===== src/rtl/sprite_line_shifter.sv =====
// Per-scanline sprite pixel generator: latches up to NUM_SPRITES row descriptors
// while idle, then emits a registered 2-bit code and palette bit per slot per pixel.
module sprite_line_shifter #(
    parameter int unsigned NUM_SPRITES = 8,
    parameter int unsigned SPRITE_W    = 16,
    parameter int unsigned X_W         = 10,
    parameter int unsigned H_ACTIVE    = 640
) (
    input  logic                     clk,
    input  logic                     reset_n,
    input  logic                     load_valid,
    output logic                     load_ready,
    input  logic [2:0]               load_slot,
    input  logic [X_W-1:0]           load_x,
    input  logic [2*SPRITE_W-1:0]    load_pattern,
    input  logic                     load_palette,
    input  logic                     load_flip,
    input  logic                     line_start,
    input  logic                     pix_en,
    output logic [2*NUM_SPRITES-1:0] pixel_data_out,
    output logic [NUM_SPRITES-1:0]   palette_data_out,
    output logic                     out_valid,
    output logic                     line_done
);

    localparam int unsigned IDX_W = $clog2(SPRITE_W);

    typedef enum logic {
        ST_LOAD,
        ST_DRAW
    } state_t;

    state_t state_q, state_d;

    logic [NUM_SPRITES-1:0]   armed_q, armed_d;
    logic [X_W-1:0]           slot_x_q   [NUM_SPRITES];
    logic [X_W-1:0]           slot_x_d   [NUM_SPRITES];
    logic [2*SPRITE_W-1:0]    slot_pat_q [NUM_SPRITES];
    logic [2*SPRITE_W-1:0]    slot_pat_d [NUM_SPRITES];
    logic [NUM_SPRITES-1:0]   slot_pal_q, slot_pal_d;
    logic [NUM_SPRITES-1:0]   slot_flip_q, slot_flip_d;
    logic [X_W-1:0]           xcnt_q, xcnt_d;
    logic [2*NUM_SPRITES-1:0] pix_q, pix_d;
    logic [NUM_SPRITES-1:0]   pal_q, pal_d;
    logic                     valid_q, valid_d;
    logic                     done_q, done_d;

    logic [2*NUM_SPRITES-1:0] lane_pix;
    logic [NUM_SPRITES-1:0]   lane_pal;
    logic [X_W:0]             x_end;
    logic [IDX_W-1:0]         idx;
    logic                     hit;

    // Right edge is computed one bit wider so sprites near x=max clip instead of wrapping.
    always_comb begin
        lane_pix = '0;
        lane_pal = '0;
        x_end    = '0;
        idx      = '0;
        hit      = 1'b0;
        for (int unsigned s = 0; s < NUM_SPRITES; s++) begin
            x_end = {1'b0, slot_x_q[s]} + (X_W+1)'(SPRITE_W);
            hit   = armed_q[s] && (xcnt_q >= slot_x_q[s]) && ({1'b0, xcnt_q} < x_end);
            idx   = IDX_W'(xcnt_q - slot_x_q[s]);
            if (slot_flip_q[s]) begin
                idx = IDX_W'(SPRITE_W - 1) - idx;
            end
            if (hit) begin
                lane_pix[2*s +: 2] = slot_pat_q[s][{idx, 1'b0} +: 2];
                lane_pal[s]        = slot_pal_q[s];
            end
        end
    end

    always_comb begin
        state_d     = state_q;
        armed_d     = armed_q;
        slot_x_d    = slot_x_q;
        slot_pat_d  = slot_pat_q;
        slot_pal_d  = slot_pal_q;
        slot_flip_d = slot_flip_q;
        xcnt_d      = xcnt_q;
        pix_d       = '0;
        pal_d       = '0;
        valid_d     = 1'b0;
        done_d      = 1'b0;
        load_ready  = (state_q == ST_LOAD);

        if (load_valid && load_ready) begin
            slot_x_d[load_slot]    = load_x;
            slot_pat_d[load_slot]  = load_pattern;
            slot_pal_d[load_slot]  = load_palette;
            slot_flip_d[load_slot] = load_flip;
            armed_d[load_slot]     = 1'b1;
        end

        case (state_q)
            ST_LOAD: begin
                if (line_start) begin
                    state_d = ST_DRAW;
                    xcnt_d  = '0;
                end
            end
            ST_DRAW: begin
                if (pix_en) begin
                    pix_d   = lane_pix;
                    pal_d   = lane_pal;
                    valid_d = 1'b1;
                    if (xcnt_q == X_W'(H_ACTIVE - 1)) begin
                        state_d = ST_LOAD;
                        armed_d = '0;
                        xcnt_d  = '0;
                        done_d  = 1'b1;
                    end else begin
                        xcnt_d = xcnt_q + 1'b1;
                    end
                end
            end
            default: state_d = ST_LOAD;
        endcase
    end

    always_ff @(posedge clk or negedge reset_n) begin
        if (!reset_n) begin
            state_q <= ST_LOAD;
        end else begin
            state_q <= state_d;
        end
    end

    always_ff @(posedge clk or negedge reset_n) begin
        if (!reset_n) begin
            armed_q     <= '0;
            slot_pal_q  <= '0;
            slot_flip_q <= '0;
            xcnt_q      <= '0;
            pix_q       <= '0;
            pal_q       <= '0;
            valid_q     <= 1'b0;
            done_q      <= 1'b0;
            for (int unsigned s = 0; s < NUM_SPRITES; s++) begin
                slot_x_q[s]   <= '0;
                slot_pat_q[s] <= '0;
            end
        end else begin
            armed_q     <= armed_d;
            slot_pal_q  <= slot_pal_d;
            slot_flip_q <= slot_flip_d;
            xcnt_q      <= xcnt_d;
            pix_q       <= pix_d;
            pal_q       <= pal_d;
            valid_q     <= valid_d;
            done_q      <= done_d;
            for (int unsigned s = 0; s < NUM_SPRITES; s++) begin
                slot_x_q[s]   <= slot_x_d[s];
                slot_pat_q[s] <= slot_pat_d[s];
            end
        end
    end

    assign pixel_data_out   = pix_q;
    assign palette_data_out = pal_q;
    assign out_valid        = valid_q;
    assign line_done        = done_q;

endmodule


===== config.mk =====
export PLATFORM = sky130hd
export DESIGN_NAME = sprite_line_shifter
export DESIGN_NICKNAME = d
export VERILOG_FILES = /design/src/rtl/sprite_line_shifter.sv
export SDC_FILE = /design/constraint.sdc
export NUM_CORES = 1
export LEC_CHECK = 0
export ABC_CLOCK_PERIOD_IN_PS = 4000
export BUFFER_PORTS_ARGS = -buffer_cell sky130_fd_sc_hd__buf_4
export CAP_MARGIN = 20
export CORE_ASPECT_RATIO = 0.8
export CORE_UTILIZATION = 30
export DETAILED_ROUTE_END_ITERATION = 7
export PLACE_DENSITY = 0.57
export SYNTH_ARGS = -nofsm -noshare
export SYNTH_HDL_FRONTEND = slang
export SYNTH_SLANG_ARGS = --single-unit

===== constraint.sdc =====
create_clock -name clk -period 4 [get_ports clk]
set_clock_uncertainty 0.15 [all_clocks]
set_input_delay 0.8 -clock clk [delete_from_list [all_inputs] [get_ports clk]]
set_output_delay 0.8 -clock clk [all_outputs]
set_load 0.1 [all_outputs]

==> qor.yml <==
outcome:
  status: "finished clean"
floorplan:
  die_w_um: 300
  die_y_um: 240
  start_util_pct: 30.6
  core_area_sq_um: 69500
  boundaryPins: 79
  rows: 86
  fp.dieArea_sq_um: 72100
clock_network:
  cts_hold_buf: 0
  clkLatencyLatePin_ns: 0.59
  cts_buffers: 45
  cts_setup_buffers: 0
  cts_tree: "yes"
  clock_sinks: 397
  root_buffer: "clkbuf_16"
  htreeDepth: 2
  clk_pin_slew_ns: 0.06
  cts_buffer_depth: 3
  cts_resized: 0
job:
  drv_cap: 0
synth:
  ys.warnings.count: 0
  syn_inst: 1626
  synth_compound_area_share_pct: 5.74
  synth_top_family_by_area: "multiplexers"
  synth_fa_ha_area_share_pct: 8.80
  synth_xor_xnor_area_share_pct: 4.36
  ys_ff_latch: 397
  syn_area_sq_um: 21300
  synth_edf_count: 0
  async_reset_ff_share_pct: 100
  avgSynthCellArea_sq_um: 13.1
  seq_area_frac_synth_pct: 46.6
  ys_types: 47
  synthMuxAreaShare_pct: 25.9
  synth-main-ff-cell: "dfrtp_1"
  yosys.area_share.simple_pct: 5.66
  synth_fp_nets: 1823
timing:
  fin_crit_ns: 3.34
  rsz0062_at_grt: "no"
  slew_viol_final: 0
  timing.hold.ws_ns: 0.0898
  setup_violations: 0
  finalSetupTns_ns: 0
  post-route-period-util_pct: 83.4
  fin_ws_ns: 0.663
  relSlewSlack_pct: 33.9
  max_freq_mhz: 300
  worst_slew_pin_slew_ns: 0.984
  finalHoldViolCount: 0
setup_path:
  endpoint: "pixel_data_out[2]"
  critPathLaunch: "xcnt_q[0]"
  cp-end-kind: "register"
  reg2reg_setup_slack_ns: 0.66
  worstPathRequired_ns: 4.30
  start_kind: "register"
  worstSetupPathType: "reg2reg"
  cp_max_fo: 8
  r2r_cells: 8
  critPathArrivalTime_ns: 3.64
  r2r_end: "pixel_data_out[2]"
  r2r-start: "xcnt_q[0]"
detailed_routing:
  wl_per_cell_um: 22.2
  antenna_left: 0
  routed_wl_um: 59800
  drc: 0
  drt_iter0_drc: 1001
  dr.pass1.iters: 5
  via_per_inst: 5.08
  vias: 13600
power_and_ir_drop:
  peakVddDrop_v: 0.000280
  finalPower_mw: 10.9
  p_leak_nw: 12.1
  p_per_area_nw_per_um2: 442
placement:
  pre_cts_ws_ns: 0.714
  portBuffers: 78
  gp_congestion: 0.870
  dpl_cell_area_sq_um: 23000
  dp_hpwl_um: 41400
  dp.cells: 2602
global_routing:
  grt_usage_pct: 16.9
  grt_overflow: 0
  grt_pass1_wl_um: 90900
  grt_antenna_before_repair: 4
  grt_max_degree: 85
  first_global_vias: 14000
final_layout:
  final_area_sq_um: 24600
  nets: 1924
  post-route-util_pct: 35.4
  area_growth_pct: 15.6
  finalNonFillerCells: 2686
  drive_above_1_share_pct: 31.6
  n_fill_cell: 6765
worst_hold_path:
  hold_class: "in2async"
==> critical path, stage by stage (launching register included) <==
cell	delay (ns)
dfrtp_1	0.42
inv_1	0.28
ha_1	0.25
fa_1	0.46
xnor2_2	0.56
mux4_1	0.45
mux2i_1	0.29
mux2_2	0.27
nor3_1	0.05
==> layout by cell type (no fill, tap or decap), types with 4 or more instances in the layout <==
master       n
dfrtp_1    397
mux2_2     328
ha_1       137
buf_4       97
inv_1       90
nand2_1     78
o21ai_0     74
xnor2_1     56
a21oi_1     51
clkbuf_16   45
nand3_1     36
mux4_1      36
nor2_1      29
mux4_2      28
a21o_1      25
mux2i_1     24
nand4_1     22
nor3_1      17
and3_1      16
a21boi_0    14
clkbuf_8    13
a211oi_1    12
xor2_1      10
clkbuf_1     9
xnor2_4      8
xnor2_2      8
nor3b_1      8
fa_1         8
nand3b_1     7
o21bai_1     7
nor2b_1      7
clkinv_2     7
nand2b_1     6
a221o_1      6
buf_12       6
nor2_4       4
nor4_1       4
==> cell usage after synthesis (3+ instances only) <==
cell type  number  area, sq um
dfrtp_1       397         9930
mux2_2        328         3690
ha_1          137         1710
inv_1          90          338
nand2_1        78          293
o21ai_0        74          370
xnor2_1        56          490
a21oi_1        51          255
mux4_1         36          946
nand3_1        36          180
nor2_1         33          124
buf_2          31          155
mux4_2         28          631
a21o_1         25          188
mux2i_1        24          240
nand4_1        22          138
nor3_1         17         85.1
and3_1         16          100
a21boi_0       14          105
a211oi_1       12         90.1
clkbuf_1       11         41.3
xor2_1         10         87.6
fa_1            8          160
nor3b_1         8         60.1
xnor2_2         8          130
xnor2_4         8          220
buf_6           7         78.8
nand3b_1        7         52.6
nor2b_1         7         43.8
o21bai_1        7         52.6
a221o_1         6         60.1
nand2b_1        6         37.5
nor4_1          4         25.0
or3_1           4         25.0
a31oi_1         3         18.8
==> flip-flops by register name, indices dropped and copies added, names as in the netlist <==
signal,count
out_valid,1
slot_pal_q,8
xcnt_q,10
slot_x_q,80
state_q,1
slot_pat_q,256
line_done,1
palette_data_out,8
slot_flip_q,8
pixel_data_out,16
armed_q,8
==> layer usage <==
| layer | vias up | global-route usage, % | part of all wire [%] |
|---|---|---|---|
| met4 | 0 | 4.65 | 2.1 |
| met5 | - | 0 | 0 |
| met2 | 317 | 25.9 | 45 |
| li1 | 6148 | - | - |
| met3 | 76 | 2.54 | 4.6 |
| met1 | 7101 | 24.6 | 48 |
==> kinds of logic (layout without fill, tap and decap cells) <==
kind of cell / count (synthesis) / after routing
and+or+nand+nor: 243 / 243
other: 0 / 1
xor gates and xnor gates: 82 / 82
buffers and inverters: 141 / 276
AOI/OAI and AO/OA: 202 / 202
muxes: 416 / 416
DFF: 397 / 397
adders and majority gates: 145 / 145
==> worst min-delay path by stage <==
| stage | startpoint | end | slack, ns | cells past startpoint |
|---|---|---|---|---|
| 3_3_place_gp | slot_pat_q[181] | slot_pat_q[181] | 0.33 | 1 |
| 6_report | reset_n | slot_pat_q[65] | 0.09 | 1 |
| 2_1_floorplan | armed_q[5] | armed_q[5] | 0.32 | 2 |
| 3_5_place_dp | slot_pal_q[0] | slot_pal_q[0] | 0.34 | 1 |
| 4_1_cts | reset_n | slot_pat_q[65] | 0.09 | 1 |
| 5_1_grt | reset_n | slot_pat_q[65] | 0.11 | 1 |
==> cell type report <==
cell class              count  area (sq um)  share of cell area [%]
flip-flops and latches    397          9930                    40.4
diodes                      1          2.50                  0.0102
well taps                 924          1160                    4.70
inverters                  91           342                    1.39
clock buffers              67          1340                    5.44
multi-input cells        1088         10800                    43.8
clock inverters            14           205                   0.834
repair buffers            104           863                    3.51
==> power breakdown <==
group          switching (mW)  leakage, nW  total (mW)  internal [mW]
combinational            1.41         6.07        2.37          0.952
clock                    1.76        0.762        4.28           2.53
sequential              0.109         5.30        4.23           4.12
No activity file was read; power rests on OpenSTA's default activity.
